**config.mk**
```make
export PLATFORM = sky130hd
export DESIGN_NAME = crono_timer
export DESIGN_NICKNAME = d
export VERILOG_FILES = /design/src/rtl/crono_timer.sv
export SDC_FILE = /design/constraint.sdc
export NUM_CORES = 1
export LEC_CHECK = 0
export ABC_CLOCK_PERIOD_IN_PS = 2600
export BUFFER_PORTS_ARGS = -buffer_cell sky130_fd_sc_hd__buf_2
export CELL_PAD_IN_SITES_DETAIL_PLACEMENT = 2
export CELL_PAD_IN_SITES_GLOBAL_PLACEMENT = 2
export CORE_AREA = 2 2 88 90
export CTS_BUF_LIST = sky130_fd_sc_hd__clkbuf_2
export DETAILED_ROUTE_END_ITERATION = 16
export DIE_AREA = 0 0 90 92
export GPL_TIMING_DRIVEN = 1
export PLACE_DENSITY = 0.86
export SLEW_MARGIN = 30
export SYNTH_ARGS = -nofsm -noshare
export SYNTH_HDL_FRONTEND = slang
export SYNTH_SLANG_ARGS = --single-unit
```
**constraint.sdc**
```tcl
create_clock -name CLK_Crono -period 2.6 [get_ports CLK_Crono]
set_input_delay 0.52 -clock CLK_Crono [delete_from_list [all_inputs] [get_ports CLK_Crono]]
set_output_delay 0.52 -clock CLK_Crono [all_outputs]
set_load 0.05 [all_outputs]
```
**src/rtl/crono_timer.sv**
```systemverilog
// rtl/crono_timer.sv - BCD hh:mm:ss countdown timer with IDLE/PAUSE/RUN/DONE control FSM
// Optional CRONO_INPUT_CLAMP_EN: clamp out-of-range presets instead of rejecting the load.
module crono_timer (
    input  logic       CLK_Crono,
    input  logic       reset,
    input  logic       tick_1hz,
    input  logic       load,
    input  logic       start,
    input  logic       stop,
    input  logic [7:0] hh_in,
    input  logic [7:0] mm_in,
    input  logic [7:0] ss_in,
    output logic [7:0] hh,
    output logic [7:0] mm,
    output logic [7:0] ss,
    output logic       running,
    output logic       fin_crono,
    output logic [1:0] estado
);

    localparam logic [1:0] IDLE  = 2'b00;
    localparam logic [1:0] PAUSE = 2'b01;
    localparam logic [1:0] RUN   = 2'b10;
    localparam logic [1:0] DONE  = 2'b11;

    // Both digits must be decimal; with valid digits, packed BCD orders like binary.
    function automatic logic bcd_ok(input logic [7:0] v, input logic [7:0] max_v);
        return (v[3:0] <= 4'd9) && (v[7:4] <= 4'd9) && (v <= max_v);
    endfunction

    // One-step BCD decrement; 00 wraps to 59 (callers only wrap ss/mm fields).
    function automatic logic [7:0] bcd_dec(input logic [7:0] v);
        if (v[3:0] != 4'd0)
            return {v[7:4], v[3:0] - 4'd1};
        else if (v[7:4] != 4'd0)
            return {v[7:4] - 4'd1, 4'd9};
        else
            return 8'h59;
    endfunction

    logic [7:0] ld_hh, ld_mm, ld_ss;
    logic       ld_ok;

`ifdef CRONO_INPUT_CLAMP_EN
    always_comb begin
        ld_ok = 1'b1;
        ld_hh = bcd_ok(hh_in, 8'h23) ? hh_in : 8'h23;
        ld_mm = bcd_ok(mm_in, 8'h59) ? mm_in : 8'h59;
        ld_ss = bcd_ok(ss_in, 8'h59) ? ss_in : 8'h59;
    end
`else
    always_comb begin
        ld_ok = bcd_ok(hh_in, 8'h23) && bcd_ok(mm_in, 8'h59) && bcd_ok(ss_in, 8'h59);
        ld_hh = hh_in;
        ld_mm = mm_in;
        ld_ss = ss_in;
    end
`endif

    logic [7:0] dec_hh, dec_mm, dec_ss;
    logic       dec_zero;

    always_comb begin
        dec_hh = hh;
        dec_mm = mm;
        dec_ss = ss;
        if (ss != 8'h00) begin
            dec_ss = bcd_dec(ss);
        end else if (mm != 8'h00) begin
            dec_ss = 8'h59;
            dec_mm = bcd_dec(mm);
        end else if (hh != 8'h00) begin
            dec_ss = 8'h59;
            dec_mm = 8'h59;
            dec_hh = bcd_dec(hh);
        end
        dec_zero = (dec_hh == 8'h00) && (dec_mm == 8'h00) && (dec_ss == 8'h00);
    end

    logic [1:0] n_state;
    logic [7:0] n_hh, n_mm, n_ss;
    logic       val_zero;

    assign val_zero = (hh == 8'h00) && (mm == 8'h00) && (ss == 8'h00);

    always_comb begin
        n_state = estado;
        n_hh    = hh;
        n_mm    = mm;
        n_ss    = ss;
        if (load) begin
            // A rejected load still swallows start/stop/tick for this cycle.
            if (ld_ok) begin
                n_state = PAUSE;
                n_hh    = ld_hh;
                n_mm    = ld_mm;
                n_ss    = ld_ss;
            end
        end else begin
            case (estado)
                PAUSE: begin
                    if (start && !stop)
                        n_state = val_zero ? DONE : RUN;
                end
                RUN: begin
                    if (tick_1hz) begin
                        n_hh = dec_hh;
                        n_mm = dec_mm;
                        n_ss = dec_ss;
                        if (dec_zero)
                            n_state = DONE;
                        else if (stop)
                            n_state = PAUSE;
                    end else if (stop) begin
                        n_state = PAUSE;
                    end
                end
                default: ;
            endcase
        end
    end

    always_ff @(posedge CLK_Crono or negedge reset) begin
        if (!reset) begin
            estado    <= IDLE;
            hh        <= 8'h00;
            mm        <= 8'h00;
            ss        <= 8'h00;
            running   <= 1'b0;
            fin_crono <= 1'b0;
        end else begin
            estado    <= n_state;
            hh        <= n_hh;
            mm        <= n_mm;
            ss        <= n_ss;
            running   <= (n_state == RUN);
            fin_crono <= (n_state == DONE);
        end
    end

endmodule
```
* Yosys cells after proc, flatten, opt, wreduce, memory -nomap -nowiden *
Index checks and enable logic that the tools add are counted.

operators by class
  $add $sub $neg = 6
  magnitude comparators = 9
  eq/ne operators = 5
  mux-type cells = 35
  reduce and logical (&&, ||, !) cells = 32

operators by type and width
  operator             number
  $mux 8               27
  $logic_not 8->1      6
  $le 4x4->1 const B   6
  $reduce_bool 4->1    6
  $reduce_bool 8->1    3
  $sub 4x1->4 const B  6
  $le 8x7->1 const B   2
  $logic_and 1x1->1    13
  $mux 2               6
  $le 8x6->1 const B   1
  $eq 2x2->1 const B   3
  $pmux 2 s2           1
  $reduce_bool 2->1    2
  $reduce_and 3->1     1
  $eq 2x1->1 const B   1
  $ne 2x1->1 const B   1
  $logic_not 1->1      1
  $mux 1               1

word-level totals
  register bits = 28
  input bits = 30
  output and inout bits = 28
  word-level logic and storage cells = 93

* Logic depth before layout (Yosys ltp) *
Gate-level depths: netlist of the first run.

  depth after elaboration = 14
  depth in mapped cells = 9
  gate-level depth less buffers = 8

* Least setup slack after synthesis of the first run *
OpenSTA, ideal clock, no wires.

  path type = register to register
  start = register estado[0]
  end = register estado[0]
  setup time = 128 ps
  arrival time = 2165 ps
  path slack = 307 ps
  stages on the path, launching flop included = 9
  period minus slack after synthesis = 2293 ps
  cell sequence = dfrtp_1 > inv_1 > ha_1 > or2_2 > clkbuf_1 > or3_1 > o211ai_1 > nor2_1 > o2bb2ai_1

on the way
  longest elaborated chain between the ends = 5
  elaborated cells on any way between the ends = 9
  classes of those cells = eq/ne (2); mux (7)

ends and longest elaborated chain
  what                    line      text
  from (decl)             18        output logic [1:0] estado
  from (signal assigned)  132       estado <= n_state;
  $mux 2                  112, 114
  $mux 2                  110       if (dec_zero)
  $mux 2                  106       if (tick_1hz) begin
  $pmux 2 s2              100       case (estado)
  $mux 2 (*)              91        if (load) begin
  net n_state[0]          80        logic [1:0] n_state;

The timed path passes the listed nets; every way through them passes the cells marked *.
A chain may end at the register's enable or synchronous reset.

* Final worst setup path of the first run *
  start = register mm[1]
  end = register estado[0]

on the way
  longest elaborated chain between the ends = 11
  elaborated cells on any way between the ends = 25
  classes of those cells = add/sub (1); mux (14); reduce/logical (10)

ends and longest elaborated chain
  what                                              line    text
  from (decl)                                       14      output logic [7:0] mm,
  from (signal assigned)                            134     mm <= n_mm;
  $sub 4x1->4 or $reduce_bool 4->1 (tied branches)  34, 33
  $mux 8                                            33      if (v[3:0] != 4'd0)
  $mux 8                                            69      end else if (mm != 8'h00) begin
  $mux 8                                            67      if (ss != 8'h00) begin
  $logic_not 8->1                                   77      dec_zero = (dec_hh == 8'h00) && (dec_mm == 8'h00) && (dec_ss == 8'h00);
  $logic_and 1x1->1 (2 in series)                   77
  $mux 2                                            110
  $mux 2                                            106
  $pmux 2 s2 (*)                                    100
  $mux 2 (*)                                        91
  net n_state[0]                                    80

Marks and branches as above.

==> impl_metrics.ini, run 1 <==
[clock_tree]
htree_levels = 1
insertion_delay_ps = 410
cts_tree = built
ctsRootBufferMaster = clkbuf_2
post_cts_buffers = 0
cts-resized-gates = 0
cts_made_buffers = 3
clock_sinks = 28
clkSlewWorstSetupHoldPaths_ps = 300
cts_buffer_depth = 2
postCtsHoldBufs = 0

[min_path]
hold_path_class = in -> async

[floorplanning]
die_h_um = 92
start_util = 0.288
num_rows = 32
die_w_um = 90
die-area_sq_um = 8280
io_pins = 58
coreArea_sq_um = 7450

[yosys]
yosysTopAreaCell = dfrtp_1
yosys.area.top_type_share = 0.326
synth.distinct_cells = 55
synth-seq-cells = 28
synth.avg_cell_area_sq_um = 8.32
synth_area_leaders = dfrtp_1 33%, o21ai_0 6.8%, nand2_1 3.8%
synthesis.area_sq_um = 2150
synth_async_sr_flop_share = 1.00
seq_area_frac_synth = 0.326
synth_cells = 258
yosys_warnings = 0
synth-edff-count = 0
synth_nets = 290
synthFlopType = dfrtp_1

[pwr]
power_density_nw_per_um2 = 633
swShare = 0.524
internal-power_uw = 795
seq_power_share = 0.378
p_leak_uw = 0.00107
p_sw_uw = 874
finalPower_uw = 1670
p_comb_frac = 0.512
clkPwrFrac = 0.109
ir_worst_vdd_v = 0.000175

[timing]
rsz0062_at_grt = no
layout_min_cycle_time_ps = 2330
fin_skew_ps = 15.0
tightestPinTransition_ps = 696
drv_slew = 0
setup_violations = 0
relSlewSlack = 0.536
hold_viol_final = 0
final.setup.tns_ps = 0
layout_worst_path_cycle_share = 0.896
max_freq_mhz = 429
holdWs_ps = 92.0

[routing]
vias = 2469
dr.pass1.iters = 4
ant_nets = 0
first_iter_violations = 131
viasPerCell = 5.82
routedWlPerCell_um = 20.9
drc = 0
drt-total-wl_um = 8860

[global_routing]
grt_pass1_vias = 2638
grt_pass1_wl_um = 14400
grt_max_degree = 29
antenna_found_initial = 0
grt_overflow = 0
grt_usage = 0.220

[setup_path]
cp-start-kind = flop
crit_arrival_ps = 2690
cp-end-kind = flop
worst-setup-path-type = reg -> reg
crit_required_ps = 2960
crit_fanout = 8

[run]
max-cap-violations = 0

[cells_and_area]
drive_gt1_frac = 0.289
utilization = 0.354
fin_cells = 424
diodes = 0
nNetsFinal = 355
synthToLayoutAreaGrowth_pct = 22.7

[placement]
portBuffers = 57
routabilityCongestion = 0.848
dp_cells = 420
hpwl_um = 6930

[run_status]
status = finished clean
==> worst max-delay path: stages (launching register included) <==
cell	delay (ps)
dfrtp_1	500
nor4_4	460
nand3_1	220
nor3_4	480
nor2_1	120
nor4_2	360
o2bb2ai_1	160
==> cells in the mapped netlist, types with 3 or more instances <==
cell,n
o21ai_0,29
dfrtp_1,28
nand2_1,22
nor2_1,22
a21oi_1,16
nand3_1,10
a22oi_1,9
inv_1,8
nand4_1,8
a221o_1,7
o211ai_1,7
buf_2,6
clkbuf_1,6
nor3_1,6
a31oi_1,5
or3_1,4
nor4_1,3
o21a_1,3
o22ai_1,3
o31a_1,3
o31ai_1,3
==> final timing paths <==
kind,depth (start not counted),slack [ps],end,start
max in group asynchronous,1,2060,mm[7],reset
min in group CLK_Crono,2,330,ss[3],ss_in[3]
max,6,270,estado[0],mm[1]
max reg2reg,6,270,estado[0],mm[1]
min,1,90,mm[3],reset
min reg2reg,1,600,ss[7],ss[7]
==> power groups by stage <==
| stage | clock network (uW) | registers (uW) | logic [uW] |
|---|---|---|---|
| final | 182 | 631 | 855 |
| after CTS | 192 | 632 | 855 |
| after detailed placement | 0 | 640 | 852 |
| after floorplan | 0 | 846 | 369 |
| after global placement | 0 | 630 | 820 |
| after global routing | 201 | 650 | 930 |
==> cell usage in the layout (no fill, tap or decap), types with 3 or more instances in the layout <==
master,count
a21oi_1,16
a221o_1,7
a22oi_1,9
a31oi_1,5
buf_2,57
buf_4,18
clkbuf_2,3
dfrtp_1,28
inv_1,8
nand2_1,22
nand3_1,10
nand4_1,8
nor2_1,22
nor3_1,6
nor4_1,3
o211ai_1,7
o21a_1,3
o21ai_0,29
o22ai_1,3
o31a_1,3
o31ai_1,3
or3_1,4
==> stage by stage <==
| step | cell area [sq um] | setup slack [ps] |
|---|---|---|
| after floorplan | 2150 | 307 |
| after global placement | 2620 | 236 |
| after detailed placement | 2620 | 128 |
| after CTS | 2640 | 267 |
| after global routing | 2640 | 88.9 |
| final | 2640 | 272 |
==> layout make-up <==
| cell class | instances | area [sq um] |
|---|---|---|
| clock buffers | 3 | 15.0 |
| well taps | 102 | 128 |
| flip-flops and latches | 28 | 701 |
| clock inverters | 1 | 3.75 |
| fillers | 912 | 4810 |
| multi-input cells | 207 | 1340 |
| repair buffers | 75 | 420 |
| inverters | 8 | 30.0 |
==> kinds of logic after synthesis <==
family                   share of synthesized area
adder cells (fa/ha/maj)                     0.0117
multiplexers                                0.0198
AO/OA/AOI/OAI                                0.321
buffers and inverters                       0.0507
flip-flops                                   0.326
AND/OR/NAND/NOR                              0.270
==> registers in the layout, indices dropped and copies added, names as in the netlist, named ones only <==
signal	count
mm	8
hh	8
estado	1
fin_crono	1
running	1
ss	8
==> layer usage <==
layer	GRT usage	wire length, um	up-vias
met2	0.383	4330	71
met3	0.0222	397	8
met5	0	0	-
met1	0.296	4050	1250
met4	0.0474	83	0
li1	-	-	1140
Power figures use the tool's default switching activity.
==> run 2, diff against run 1 <==
--- a/config.mk
+++ b/config.mk
@@ -9,12 +9,13 @@
 export BUFFER_PORTS_ARGS = -buffer_cell sky130_fd_sc_hd__buf_2
 export CELL_PAD_IN_SITES_DETAIL_PLACEMENT = 2
 export CELL_PAD_IN_SITES_GLOBAL_PLACEMENT = 2
-export CORE_AREA = 2 2 88 90
+export CORE_AREA = 2 2 87 89
 export CTS_BUF_LIST = sky130_fd_sc_hd__clkbuf_2
 export DETAILED_ROUTE_END_ITERATION = 16
-export DIE_AREA = 0 0 90 92
+export DIE_AREA = 0 0 89 91
 export GPL_TIMING_DRIVEN = 1
-export PLACE_DENSITY = 0.86
+export PLACE_DENSITY = 0.87
+export RECOVER_POWER = 25
 export SLEW_MARGIN = 30
 export SYNTH_ARGS = -nofsm -noshare
 export SYNTH_HDL_FRONTEND = slang
==> impl_metrics.ini, run 2 (synthesis gave the netlist of run 1 again) <==
[run_status]
status = finished, violations left
failed_checks = max-capacitance violations, max-slew violations

[cells_and_area]
largest_registers = hh (8), mm (8), ss (8)
nNetsFinal = 354
drive_gt1_frac = 0.284
fin_cells = 419
seq_area_sq_um = 701
diodes = 0
utilization = 0.367
layout_common_cells = 56 x buf_2, 29 x o21ai_0, 28 x dfrtp_1, 22 x nor2_1, 22 x nand2_1
fillers = 873
multi_input_area_sq_um = 1340
synthToLayoutAreaGrowth_pct = 22.0
layout_commonest_cell = buf_2

[clock_tree]
htree_levels = 1
ctsRootBufferMaster = clkbuf_2
cts_buffer_depth = 2
cts_tree = built
cts_made_buffers = 3
postCtsHoldBufs = 0
clock_sinks = 28
cts-resized-gates = 0
clkSlewWorstSetupHoldPaths_ps = 320
insertion_delay_ps = 410
post_cts_buffers = 0

[floorplanning]
die-area_sq_um = 8100
io_pins = 58
die_h_um = 91
coreArea_sq_um = 7140
die_w_um = 89
num_rows = 31
start_util = 0.301

[setup_path]
crit_required_ps = 2940
r2r_slack_ps = 180
r2r-end = estado[0]
path_cells = or3_4 -> o31a_1 -> nor3_1 -> o211ai_1 -> nor4_2 -> o2bb2ai_1
critPathTopFamily = simple AND/OR/NAND/NOR gates
worst-setup-path-type = reg -> reg
rr_worst_depth = 6
crit_fanout = 11
crit_arrival_ps = 2760
path_buf_inv = 0
cp-end-kind = flop
cp-start-kind = flop
max_stage_delay_ps = 590
r2r-start = ss[0]
slowest_stage = dfrtp_1

[routing]
drc = 0
first_iter_violations = 137
vias = 2433
dr.pass1.iters = 4
viasPerCell = 5.81
routedWlPerCell_um = 21.2
drt-total-wl_um = 8890
ant_nets = 0

[timing]
final.setup.tns_ps = 0
drv_slew = 29
layout_min_cycle_time_ps = 2420
setup_violations = 0
holdWs_ps = 317
hold_viol_final = 0
max_freq_mhz = 413
fin_skew_ps = 26.0
tightestPinTransition_ps = 1680
relSlewSlack = -0.118
rsz0062_at_grt = no
layout_worst_path_cycle_share = 0.932

[min_path]
holdPathStages = 3
hp-start = ss_in[4]
hold_path_class = in -> reg
holdPathEnd = ss[4]

[placement]
routabilityCongestion = 0.913
portBuffers = 57
dp_cells = 416
hpwl_um = 7060

[pwr]
ir_worst_vdd_v = 0.000178
power_density_nw_per_um2 = 626
p_leak_uw = 0.00106

[global_routing]
grt_usage = 0.232
grt_pass1_vias = 2688
grt_max_degree = 29
grt_overflow = 0
antenna_found_initial = 0
grt_pass1_wl_um = 14700

[run]
max-cap-violations = 1
-- run 2: per-stage QoR --
stage | power (uW) | setup slack (ps) | cell area, sq um
global placement | 1430 | 281 | 2610
finish | 1640 | 178 | 2620
floorplan | 1220 | 307 | 2150
CTS | 1650 | 192 | 2620
global route | 1740 | 83.1 | 2620
detailed placement | 1460 | 226 | 2610
-- run 2: worst max path at each step --
stage	start	endpoint	slack (ps)	depth (start not counted)
5_1_grt	mm[1]	estado[0]	80	6
4_1_cts	ss[0]	estado[0]	190	6
3_5_place_dp	hh_in[5]	ss[4]	230	8
2_1_floorplan	estado[0]	estado[0]	310	8
3_3_place_gp	hh_in[2]	ss[4]	280	8
6_report	ss[0]	estado[0]	180	6
-- run 2: power by group --
part | switching, uW | total (uW) | leakage, uW | internal, uW
logic | 564 | 803 | 0.000744 | 239
clock network | 151 | 183 | 0.0000125 | 31.2
registers | 149 | 654 | 0.000302 | 505
-- run 2: layer usage --
layer | vias to the layer above | share of wire | track usage
li1 | 1129 | - | -
met1 | 1243 | 0.45 | 0.315
met2 | 55 | 0.51 | 0.394
met3 | 6 | 0.029 | 0.0200
met4 | 0 | 0.010 | 0.0535
met5 | - | 0 | 0
-- run 2: worst min-delay path, delay by kind of cell --
kind	cells	cell delay (ps)
AOI/OAI and AO/OA	2	130
buffers and inverters	1	70
-- run 2: area by class of cell --
cell class	count	share of cell area
clock buffer	3	0.00573
inverter	8	0.0115
multi-input combinational	207	0.511
sequential	28	0.268
tap	99	0.0473
timing repair buffer	74	0.157
